### config.mk
export PLATFORM = sky130hd
export DESIGN_NAME = mod_updown_counter
export DESIGN_NICKNAME = d
export VERILOG_FILES = /design/src/rtl/mod_updown_counter.sv
export SDC_FILE = /design/constraint.sdc
export NUM_CORES = 1
export LEC_CHECK = 0
export BUFFER_PORTS_ARGS = -buffer_cell sky130_fd_sc_hd__buf_2
export CORE_MARGIN = 3
export CORE_UTILIZATION = 40
export CTS_BUF_LIST = sky130_fd_sc_hd__clkbuf_4 sky130_fd_sc_hd__clkbuf_8
export DETAILED_ROUTE_END_ITERATION = 16
export HOLD_SLACK_MARGIN = 0.15
export PLACE_DENSITY = 0.7
export RECOVER_POWER = 25
export SYNTH_ARGS = -nofsm -noshare
export SYNTH_HDL_FRONTEND = slang
export SYNTH_SLANG_ARGS = --single-unit
### constraint.sdc
create_clock -name clk -period 4.1 [get_ports clk]
set_clock_uncertainty 0.05 [all_clocks]
set_input_delay 0.205 -clock clk [delete_from_list [all_inputs] [get_ports clk]]
set_output_delay 0.205 -clock clk [all_outputs]
set_load 0.02 [all_outputs]
### src/rtl/mod_updown_counter.sv
// mod_updown_counter
//   Parametrised up/down counter with a programmable modulo limit (range 0..limit),
//   programmable step, wrap or saturate at the boundaries, synchronous load and a
//   registered one-cycle boundary-event pulse plus a sticky overflow flag.
//
// Configuration macro:
//   MOD_COUNTER_SAT_EN  defined   -> sat_mode input selects saturate (1) or wrap (0)
//                       undefined -> sat_mode ignored, counter always wraps
//
// Ports:
//   clk        in   single clock, all state updates on posedge
//   rst        in   synchronous active-high reset
//   load_n     in   active-low synchronous load of min(data_load, limit)
//   ce         in   count enable
//   up_down    in   1 = count up, 0 = count down
//   data_load  in   [WIDTH]  load value
//   step       in   [STEP_W] increment/decrement amount (clamped to limit)
//   limit      in   [WIDTH]  upper bound of counting range
//   sat_mode   in   saturate instead of wrap (only with MOD_COUNTER_SAT_EN)
//   count_out  out  [WIDTH]  registered count
//   max_count  out  count_out == limit (combinational)
//   zero       out  count_out == 0 (combinational)
//   wrap       out  registered pulse: boundary crossed or clamped on last update
//   ovf_sticky out  registered; set by any wrap, cleared by rst or load

module mod_updown_counter #(
    parameter int unsigned WIDTH  = 4,
    parameter int unsigned STEP_W = 4
) (
    input  logic              clk,
    input  logic              rst,
    input  logic              load_n,
    input  logic              ce,
    input  logic              up_down,
    input  logic [WIDTH-1:0]  data_load,
    input  logic [STEP_W-1:0] step,
    input  logic [WIDTH-1:0]  limit,
    input  logic              sat_mode,
    output logic [WIDTH-1:0]  count_out,
    output logic              max_count,
    output logic              zero,
    output logic              wrap,
    output logic              ovf_sticky
);

    localparam int unsigned CW = (WIDTH > STEP_W) ? WIDTH : STEP_W;
    localparam int unsigned W1 = WIDTH + 1;

    logic [WIDTH-1:0] count_q, count_d;
    logic             wrap_q, wrap_d;
    logic             ovf_q, ovf_d;

    logic             sat_en;

`ifdef MOD_COUNTER_SAT_EN
    assign sat_en = sat_mode;
`else
    // Port kept for interface compatibility; wrap mode is fixed.
    logic unused_sat_mode;
    assign unused_sat_mode = sat_mode;
    assign sat_en          = 1'b0;
`endif

    // Step and limit compared at a common width so any STEP_W/WIDTH mix works.
    logic [CW-1:0] step_cw, limit_cw;
    logic [W1-1:0] eff_step;
    logic [W1-1:0] cnt_x, lim_x, sum_up, sum_wrap_dn;

    assign step_cw  = CW'(step);
    assign limit_cw = CW'(limit);
    // When step <= limit the step fits in WIDTH bits, so the narrowing cast is lossless.
    assign eff_step = (step_cw > limit_cw) ? {1'b0, limit} : W1'(step_cw);

    assign cnt_x       = {1'b0, count_q};
    assign lim_x       = {1'b0, limit};
    assign sum_up      = cnt_x + eff_step;
    // Only used when eff_step > count, and eff_step <= limit, so never negative.
    assign sum_wrap_dn = cnt_x + lim_x + W1'(1) - eff_step;

    always_comb begin
        count_d = count_q;
        wrap_d  = 1'b0;
        ovf_d   = ovf_q;
        if (!load_n) begin
            count_d = (data_load > limit) ? limit : data_load;
            ovf_d   = 1'b0;
        end else begin
            if (ce) begin
                if (count_q > limit) begin
                    // Limit was lowered below the current count: pull back into range.
                    count_d = limit;
                    wrap_d  = 1'b1;
                end else if (eff_step == '0) begin
                    count_d = count_q;
                end else if (up_down) begin
                    if (sum_up > lim_x) begin
                        wrap_d  = 1'b1;
                        count_d = sat_en ? limit : WIDTH'(sum_up - lim_x - W1'(1));
                    end else begin
                        count_d = WIDTH'(sum_up);
                    end
                end else begin
                    if (cnt_x >= eff_step) begin
                        count_d = WIDTH'(cnt_x - eff_step);
                    end else begin
                        wrap_d  = 1'b1;
                        count_d = sat_en ? '0 : WIDTH'(sum_wrap_dn);
                    end
                end
            end
            ovf_d = ovf_q | wrap_d;
        end
    end

    always_ff @(posedge clk) begin
        if (rst) begin
            count_q <= '0;
            wrap_q  <= 1'b0;
            ovf_q   <= 1'b0;
        end else begin
            count_q <= count_d;
            wrap_q  <= wrap_d;
            ovf_q   <= ovf_d;
        end
    end

    assign count_out  = count_q;
    assign wrap       = wrap_q;
    assign ovf_sticky = ovf_q;
    assign max_count  = (count_q == limit);
    assign zero       = (count_q == '0);

endmodule

==> results of run 1 <==
==> sequential cells by signal (all words and copies together) (netlist names) <==
register,count
wrap,1
ovf_sticky,1
count_out,4
==> cell type report <==
type | count | area (µm²)
fillers | 381 | 1853
clock buffers | 3 | 41.29
well taps | 48 | 60.06
flip-flops and latches | 6 | 120.1
repair buffers | 39 | 226.5
multi-input cells | 166 | 1416
inverters | 29 | 108.9
==> how the worst min path moves through the flow <==
stage,start,to,depth (start not counted)
floorplan,ce,count_out[0]$_SDFFE_PP0P_,2
global placement,ovf_sticky$_SDFF_PP0_,ovf_sticky$_SDFF_PP0_,2
detailed placement,ovf_sticky$_SDFF_PP0_,ovf_sticky$_SDFF_PP0_,2
CTS,ce,count_out[0]$_SDFFE_PP0P_,3
global route,ce,count_out[1]$_SDFFE_PP0P_,3
finish,ce,count_out[0]$_SDFFE_PP0P_,3
==> power breakdown <==
group          internal, W  total (W)  switching, W  leakage [nW]
Clock            0.0000631  0.0000894     0.0000262        0.0216
Combinational     0.000273   0.000598      0.000326         0.926
Sequential       0.0000676  0.0000818     0.0000142        0.0496
==> through the flow <==
step | cell area (µm²) | total power [W] | utilization [%]
final | 1973 | 0.0007693 | 51.57
after global routing | 1973 | 0.0008427 | 51.57
after CTS | 1979 | 0.0007724 | 51.73
after detailed placement | 1938 | 0.0006781 | 50.65
after global placement | 1938 | 0.0006635 | 50.65
after floorplan | 1650 | 0.0005070 | -
==> cell families after synthesis <==
group / count (synthesis) / share of synthesized area [%]
AOI/OAI and AO/OA: 60 / 26.23
xor gates and xnor gates: 11 / 5.838
adders and majority gates: 39 / 32.30
buffers and inverters: 30 / 6.899
DFF: 6 / 7.279
muxes: 12 / 7.809
and+or+nand+nor: 44 / 13.65
==> critical path, stage by stage <==
cell and delay [ns]:
buf_2 0.09, inv_1 0.04, ha_1 0.28, nor2b_1 0.19, o211a_1 0.18, o21a_1 0.19
mux2_2 0.38, ha_1 0.32, a21o_1 0.19, a21oi_1 0.18, xnor2_1 0.19, ha_1 0.32
nand4_1 0.10, o21ai_0 0.10, o211ai_2 0.35, mux2_2 0.40, a211oi_2 0.20, a21oi_1 0.08
==> cell usage in the layout, fill, tap and decap left out, drive strengths merged, types with 5 or more instances in the layout <==
| master | count |
|---|---|
| nor3 | 6 |
| nand2 | 8 |
| mux2i | 5 |
| xnor2 | 7 |
| dfxtp | 6 |
| buf | 36 |
| a21o | 7 |
| o21ai | 9 |
| mux2 | 7 |
| nor2 | 10 |
| nor2b | 5 |
| clkbuf | 6 |
| inv | 29 |
| o211ai | 9 |
| ha | 33 |
| fa | 6 |
| a21oi | 14 |
==> routing by layer <==
layer / track usage (%) / wire [µm] / up-vias
li1: - / - / 822
met1: 26.93 / 2129 / 759
met2: 28.59 / 1979 / 66
met3: 3.885 / 333 / 6
met4: 2.553 / 42 / 0
met5: 0 / 0 / -
==> summary by stage, run 1 <==
Outcome
The flow ran to the end, and the final reports show no timing, DRC or antenna violations.

Routing
The DRC violation count after routing is 0. The routed layout has 1653 vias. Wires add up to 4485 µm. The mean number of vias per cell is between 5 and 6. The average routed wire per standard cell is 15.41 µm. The final antenna-violating net count is 0. After the first detailed-routing iteration, the DRC count stood at 83. The detailed-routing iteration count for the pre-antenna-repair pass is 4.

Floorplan
The die covers just under 5000 µm². In this run the core area contains 22 standard-cell rows. In this run the vertical extent of the chip is 70.23 µm. The area of the placeable core is around 3800 µm². For this configuration, the core starts out at a cell density of 43.13%.

26 I/O pins were placed. The horizontal die dimension is about 70 µm.

Yosys
The share of synthesized area in the top cell type comes to 25.02%. The synthesized area is between 1500 and 2000 µm². Sorting the synthesized cells by how often they occur yields ha_1 (33), inv_1 (29), a21oi_1 (13), nor2_1 (10), o21ai_0 (9). The dominant cell type by area after synthesis is ha_1.

Yosys printed 0 warnings. The fraction of synthesis flops using an asynchronous set or reset pin is 0%. The share of the yosys chip area belonging to registers is 7.278%. The most used flip-flop cell after synthesis is dfxtp_1. In the synthesized netlist, the number of instances is 202. The average footprint of a synthesized cell is 8.170 µm². After synthesis, the cell types taking the most area are ha_1 (25%), dfxtp_1 (7.3%), fa_1 (7.3%), inv_1 (6.6%), mux2_2 (4.8%).

The number of distinct library cells after synthesis is 44. Yosys mapped a number of flops with a built-in enable equal to 0. The total nets after synthesis is roughly 260.

By instance count, the leading cell after synthesis is ha_1. Synthesis inferred 6 register bits.

Timing
The worst slack on hold paths is around 0.27 ns. The final count of pins violating max slew was 0. The sum of negative setup slack is 0 ns.

The final worst-path setup slack is 0.1802 ns. The final count of hold timing violations is 0. The final number of setup-violating endpoints is 0.

The peak clock frequency supported by timing is about 260 MHz. The relative slew slack is 68.50%. The fraction of the cycle the final worst path needs is 95.61%. The time the worst path needs with I/O delays and setup is just under 4 ns.

Setup repair after global routing left no endpoint under its margin. The slew at the pin with the worst max-slew slack is 0.4606 ns.

Worst hold path
In this run the worst hold path is classified as in -> reg.

Layout
Compared with the post-synthesis result, the final layout area differs by 19.56%. The finished layout holds between 200 and 300 standard cells, fillers aside. The number of antenna diodes in the final layout is 0. Cells with a size suffix above 1 make up a little over a fifth of the layout.

The net total in the final layout is slightly above 300.

Global routing
The first global-routing pass estimated 7383 µm of wire. The initial antenna violation count was 0. The number of global-route vias before repair came to between 1500 and 2000. For this run the aggregate overflow at the end of global routing stands at 0. The largest net degree at the start of global routing is 11. In the global route stage, overall resource usage came out at a little under a fifth.

Clock network
The clock drives 6 sinks. The root buffer cell chosen for the clock tree is clkbuf_8. The insertion delay of the later-clocked pin in the worst-skew pair is ~0.23 ns.

The number of setup buffers added after CTS is 0. The maximum root-to-sink buffer count is 2. TritonCTS built the clock tree. In this run, CTS created clock tree buffers numbering 3. The hold buffer count at CTS is 0. The clock transition at the registers of the reported paths is about 0.04 ns.

The count of instances resized after the clock tree is built is 0. CTS built an H-tree with a depth of 1.

Setup path
The type of origin of the critical path is an input port. The most critical setup path has its endpoint at count_out[3]$_SDFFE_PP0P_. The critical path is of the in -> reg type.

The first element of the critical path is limit[1]. Data on the critical path arrives at its endpoint at between 3 and 4 ns. The endpoint of the worst register-to-register path is count_out[3]$_SDFFE_PP0P_. The depth of the worst register-to-register path is 12. Of all nets on the critical path, the largest fanout is 5. The minimum setup slack among reg-to-reg paths is 0.98 ns. In this run the critical register-to-register path is launched from count_out[1]$_SDFFE_PP0P_. The worst setup path is captured at a register. STA puts the critical path data required time at around 4.2 ns.

Placed design
Detailed placement ended at an HPWL of 3753 µm. The cell count after placement is 288. The pre-CTS worst setup slack is -0.02188 ns. Routability-driven placement finished with a final weighted congestion of just over 0.9. The number of port buffers is 24.

Power
In this run the power density over the cells is ~390 nW/µm². Across the VDD grid, the largest voltage drop is 0.1684 mV. Summed over all cells, the static leakage comes to 0.9974 nW.

Job
The number of violations of the max-capacitance limit is 0.
Power figures use the tool's default switching activity.
==> inputs of run 2 (changes only) <==
Settings changed: PLACE_DENSITY 0.7 to 0.68.
Clock period 4.1 ns to 4.15 ns, I/O delays scaled along.
==> summary by stage, run 2 (synthesized netlist as in run 1, its figures left out) <==
Layout
The final cell count without fillers is 291 (unchanged). The number of flip-flops under the largest register name came to 4 (unchanged). The net total in the final layout is 302 (unchanged). The area of the multi-input gates came to 1416 µm² (unchanged). The antenna cell count is 0 (unchanged). The most common cell after layout, fill and taps aside is ha_1. The top cell types in the final layout, fill and taps aside, are ha_1 (33), inv_1 (29), buf_2 (21). The sequential cell area is 120.1 µm² (unchanged). Relative to the synthesized area, the layout overhead comes to 19.71%. The fraction of final layout cells sized beyond drive strength 1 was 21.40% (unchanged).

The number of filler cells placed in the layout came to 394 (+3.4%).

Power
The leakage power is 0.9978 nW (about the same). The maximum VDD drop is 0.1827 mV (+8.5%). The power per standard cell area is 388.3 nW/µm² (-0.40%). The total power is 0.0007672 W (-0.27%).

Routing
The number of vias in the routed layout is 1626 (-1.6%). The final routed wirelength across all metal layers was 4437 µm (-1.1%). The DRC violation count after routing was 0 (unchanged).

The detailed-routing iteration count for the pre-antenna-repair pass is 4 (unchanged). The violation count after the first detailed-routing iteration was 94 (+13%). The average routed wire per standard cell came to 15.25 µm (-1.1%). The mean number of vias per cell is 5.588 (-1.6%). The final antenna-violating net count came to 0 (unchanged).

Global routing
The first-pass GRT wire length is 7396 µm (+0.18%). The initial antenna violation count was 0 (unchanged). The global-route met1 utilization came to 25.97% (-0.95 points). The met3 usage in global routing is 3.309% (-0.58 points). The busiest layer in global routing is met2. The largest net degree at the start of global routing was 10 (-1).

The met2 track demand over resource is 29.73% (+1.1 points). The overall global routing resource usage is 18.27% (-0.27 points). The number of global-route vias before repair is 1588 (+0.44%). The final global-route overflow total came to 0 (unchanged).

Floorplan
The starting utilization of the core area is 43.13% (unchanged). The area of the die came to 4932 µm² (unchanged). The I/O pin count is 26 (unchanged). The horizontal die dimension is 70.23 µm (unchanged).

The die outline height is 70.23 µm (unchanged). The area of the placeable core came to 3826 µm² (unchanged). The number of standard-cell rows in the floorplan is 22 (unchanged).

Timing
The fraction of the cycle the final worst path needs is between 90% and 100%. The slew at the pin with the worst max-slew slack is 0.5631 ns (+0.1025 ns). The time the worst path needs with I/O delays and setup is about 3.9 ns. The final number of setup-violating endpoints is 0 (unchanged). The final count of hold timing violations was 0 (unchanged). The relative slew slack is 61.49% (-7.0 points). Static timing analysis puts the maximum clock frequency at ~260 MHz. The sum of negative setup slack came to 0 ns (unchanged). The final count of pins violating max slew is 0 (unchanged).

Clock network
The H-tree depth reported by CTS is 1 (unchanged). The insertion delay of the later-clocked pin in the worst-skew pair is 0.22 ns (about the same). The maximum root-to-sink buffer count is 2 (unchanged). The master cell of the clock root buffer is clkbuf_8. The number of CTS-inserted buffers is 3 (unchanged).

The hold buffer count at CTS was 0 (unchanged). The clock tree from TritonCTS is done. The number of clock sinks is 6 (unchanged). The clock transition at the registers of the reported paths was 0.04 ns (about the same).

Setup path
The biggest fanout along the worst timing path is 5 (unchanged). The critical path capture point type is a register. The critical path data required time is 4.20 ns (+0.04 ns). The most numerous cell type found on the critical path is ha_1.

The buffering stage count on the worst path with inverters included is 3 (+1). Traced cell by cell, the critical path runs through buf_2 -> inv_1 -> ha_1 -> nor2b_1 -> o211a_1 -> o21a_1 -> nor2_1 -> a21o_1 -> ha_1 -> inv_1 -> fa_1 -> xnor2_1 -> ha_1 -> and3b_1 -> a2111oi_2 -> o211ai_2 -> mux2_2 -> a211oi_2 -> a21oi_1. The arrival time reported for the critical path endpoint is 3.91 ns (-0.07 ns). The worst stage delay on the critical path was 0.39 ns (about the same). The type of origin of the critical path is an input port.

The master of the slowest instance on the critical path is fa_1. The worst setup path is of the in -> reg kind. The family with the most delay on the worst path is compound AO/OA/AOI/OAI gates.

Outcome
The flow ran to the end, and the final reports show no timing, DRC or antenna violations.

Placed design
The number of port buffers is 24 (unchanged). The placed wire-length estimate after detailed placement is 3725 µm (-0.76%). The placer's final routability congestion estimate is 0.9202 (+0.80%). The cell count after placement was 286 (-0.69%).

Worst hold path
The path category of the worst min-delay check is in -> reg.

Job
The number of violations of the max-capacitance limit is 0 (unchanged).
[run 2: timing repair]
item / CTS / global route
endpoints found under the hold margin: 0 / 0
resized for setup: 0 / 0
endpoints found under the setup margin: 0 / 2
setup buffers: 0 / 2
[run 2: worst paths after layout]
| path | start | to | slack (ns) | cells past startpoint |
|---|---|---|---|---|
| min reg2reg | ovf_sticky$_SDFF_PP0_ | ovf_sticky$_SDFF_PP0_ | 0.41 | 2 |
| max reg2reg | count_out[1]$_SDFFE_PP0P_ | count_out[3]$_SDFFE_PP0P_ | 0.98 | 12 |
| min | ce | count_out[0]$_SDFFE_PP0P_ | 0.27 | 3 |
| max | limit[1] | count_out[3]$_SDFFE_PP0P_ | 0.29 | 19 |
[run 2: routing by layer]
metal / vias up / routed length (µm)
li1: 822 / -
met1: 753 / 2171
met2: 51 / 2007
met3: 0 / 258
met4: 0 / 0
met5: - / 0
[run 2: power by group]
group          switching (W)  leakage, nW  internal [W]
sequential         0.0000142       0.0496     0.0000667
combinational       0.000320        0.927      0.000280
clock              0.0000244       0.0216     0.0000623
[run 2: layout make-up]
cell class	instances	share of cell area [%]
Inverter	29	5.510
Timing Repair Buffer	39	11.59
Tap cell	48	3.040
Multi-Input combinational cell	166	71.69
Clock buffer	3	2.090
Sequential cell	6	6.080
[run 2: through the flow]
stage          utilization [%]  area [µm²]  hold WS [ns]  worst slack (ns)
5_1_grt                  51.64        1976        0.3019         -0.006282
3_5_place_dp             50.26        1923        0.3977           0.01585
3_3_place_gp             50.26        1923        0.3837           0.07836
4_1_cts                  51.34        1964        0.2753            0.2430
6_report                 51.64        1976        0.2713            0.2912
2_1_floorplan                -        1650        0.3108            0.1539
[run 2: tightest hold or removal path: stages]
cell,delay [ns]
buf_2,0.14
nand4_1,0.07
o21ai_0,0.06
==> inputs of run 3 (changes only) <==
Settings changed: CORE_ASPECT_RATIO from default to 0.6, CTS_BUF_LIST sky130_fd_sc_hd__clkbuf_4 sky130_fd_sc_hd__clkbuf_8 to default, MAX_ROUTING_LAYER from default to met4.
==> summary by stage, run 3 (synthesized netlist as in run 1, its figures left out) <==
Routing
The DRC violation count after routing is 0 (unchanged). The violation count after the first detailed-routing iteration was 149 (+59%). The average routed wire per standard cell came to 16.88 µm (+11%). The mean number of vias per cell is 5.682 (+1.7%). The detailed-routing iteration count for the pre-antenna-repair pass is 6 (+2). The final routed wirelength across all metal layers was 4997 µm (+13%). The final antenna-violating net count was 0 (unchanged). The number of vias in the routed layout came to 1682 (+3.4%).

Clock network
The master cell of the clock root buffer is clkbuf_8. The clock transition at the registers of the reported paths is 0.04 ns (about the same). The hold buffer count at CTS is 0 (unchanged). The H-tree depth reported by CTS is 1 (unchanged). The insertion delay of the later-clocked pin in the worst-skew pair is 0.23 ns (about the same).

The number of CTS-inserted buffers is 3 (unchanged). The maximum root-to-sink buffer count was 2 (unchanged). TritonCTS built the clock tree. The number of clock sinks is 6 (unchanged).

Floorplan
The die outline height is 55.76 µm (-21%). The I/O pin count is 26 (unchanged). The horizontal die dimension is 88.93 µm (+27%). The area of the placeable core was 3807 µm² (-0.49%). The area of the die is 4958 µm² (+0.52%). The starting utilization of the core area is 43.35% (+0.21 points). The number of standard-cell rows in the floorplan is 17 (-23%).

Timing
The final count of pins violating max slew is 0 (unchanged). The final number of setup-violating endpoints is 0 (unchanged). The final count of hold timing violations is 0 (unchanged). The relative slew slack came to 58.47% (-3.0 points). The fraction of the cycle the final worst path needs came to 94.76% (+1.8 points). Setup repair after global routing left no endpoint under its margin. The final worst-path setup slack is 0.2174 ns (-0.07379 ns). The slew at the pin with the worst max-slew slack is 0.6229 ns (+0.05979 ns). The peak clock frequency supported by timing is 254.3 MHz (-1.9%). The time the worst path needs with I/O delays and setup came to 3.933 ns (+0.07379 ns).

Placed design
The post-placement cell area came to 1982 µm² (+3.1%). The placed wire-length estimate after detailed placement is 4202 µm (+13%). The placer's final routability congestion estimate is 0.9519 (+3.4%). The pre-CTS worst setup slack is -0.1081 ns (-0.1239 ns). The number of port buffers is 24 (unchanged).

Setup path
The buffering stage count on the worst path with inverters included is 3 (unchanged). Walking the worst path, the cells encountered are buf_2 -> inv_1 -> ha_1 -> nor2b_1 -> o211a_1 -> o21a_1 -> nor2_1 -> a21o_1 -> ha_1 -> inv_1 -> fa_1 -> xnor2_2 -> ha_1 -> and3b_1 -> a2111oi_4 -> o211ai_2 -> mux2_2 -> a211oi_2 -> a21oi_1. Grouping stages by cell kind, the critical path spends the most delay in compound AO/OA/AOI/OAI gates.

The biggest fanout along the worst timing path is 5 (unchanged). The critical path class is in -> reg. The type of origin of the critical path is an input port.

The most repeated library cell on the critical path is ha_1. The worst stage delay on the critical path came to 0.42 ns (+0.03 ns). The critical path data required time came to 4.20 ns (about the same).

On the critical path, the stage with the largest delay is an instance of fa_1. The arrival time reported for the critical path endpoint is 3.98 ns (+0.07 ns). STA classifies the critical path endpoint as a register.

Layout
The number of flip-flops under the largest register name came to 4 (unchanged). The sequential cell area is 120.1 µm² (unchanged). The area of the multi-input gates is 1436 µm² (+1.4%).

Leaving out fill and tap cells, the most frequent cells in the layout are ha_1 (33), inv_1 (29), buf_2 (22). The fraction of final layout cells sized beyond drive strength 1 was 23.69% (+2.3 points). The most common cell after layout, fill and taps aside is ha_1. The number of filler cells placed in the layout came to 361 (-8.4%). The net total in the final layout is 308 (+2.0%).

The antenna cell count is 0 (unchanged). Relative to the synthesized area, the layout overhead comes to 23.43%. The post-layout instance area is 2037 µm² (+3.1%).

Global routing
The final global-route overflow total is 0 (unchanged). The largest net degree at the start of global routing is 11 (+1). The first-pass GRT wire length is 8128 µm (+9.9%).

The initial antenna violation count is 0 (unchanged). The number of global-route vias before repair is 1613 (+1.6%). The overall global routing resource usage came to 21.61% (+3.3 points).

Worst hold path
The path category of the worst min-delay check is in -> reg.

Power
The leakage power is 1.035 nW (+3.7%). The power per standard cell area is 400.3 nW/µm² (+3.1%). The maximum VDD drop is 0.1978 mV (+8.3%).

Job
The number of violations of the max-capacitance limit was 0 (unchanged).

Outcome
The flow ran to the end, and the final reports show no timing, DRC or antenna violations.
-- run 3: through the flow --
| step | cells | hold WS (ns) | power, W | TNS (ns) | util (%) |
|---|---|---|---|---|---|
| 4_1_cts | 296 | 0.2968 | 0.0007927 | 0 | 53.14 |
| 2_1_floorplan | 202 | 0.3108 | 0.0005009 | 0 | - |
| 5_1_grt | 296 | 0.2970 | 0.0008853 | 0 | 53.50 |
| 6_report | 296 | 0.2742 | 0.0008153 | 0 | 53.50 |
| 3_5_place_dp | 293 | 0.3956 | 0.0006969 | -0.2743 | 52.05 |
| 3_3_place_gp | 293 | 0.3985 | 0.0006865 | -0.001719 | 52.05 |
-- run 3: path summary, 6_finish.rpt --
check	startpoint	to	slack (ns)	depth (start not counted)
hold reg to reg	ovf_sticky$_SDFF_PP0_	ovf_sticky$_SDFF_PP0_	0.41	2
setup / recovery	limit[1]	count_out[3]$_SDFFE_PP0P_	0.22	19
setup reg to reg	count_out[1]$_SDFFE_PP0P_	count_out[3]$_SDFFE_PP0P_	0.74	12
hold / removal	ce	count_out[0]$_SDFFE_PP0P_	0.27	3
-- run 3: layout make-up --
class,count,area share (%)
clock buffer,3,2.027
tap,47,2.887
timing repair buffer,45,13.33
inverter,29,5.344
multi-input combinational,166,70.52
sequential,6,5.897
-- run 3: tightest hold or removal path, cell delays in order --
cell,delay [ns]
buf_2,0.14
nand4_1,0.07
o21ai_1,0.07
-- run 3: per-layer routing --
metal / GRT usage (%) / wire length (µm) / vias to the layer above
met5: - / 0 / -
met4: 4.095 / 41 / 0
met3: 1.479 / 386 / 5
met2: 28.22 / 1874 / 65
met1: 35.35 / 2695 / 775
li1: - / - / 837
-- run 3: power breakdown --
part           switching [W]  internal [W]
Combinational       0.000348      0.000295
Clock              0.0000266     0.0000624
Sequential         0.0000165     0.0000668
Total               0.000391      0.000425
-- run 3: what timing repair did --
item / in CTS / in global routing
endpoints found under the setup margin: 0 / 5
setup buffers: 0 / 0
gates resized for setup: 0 / 4
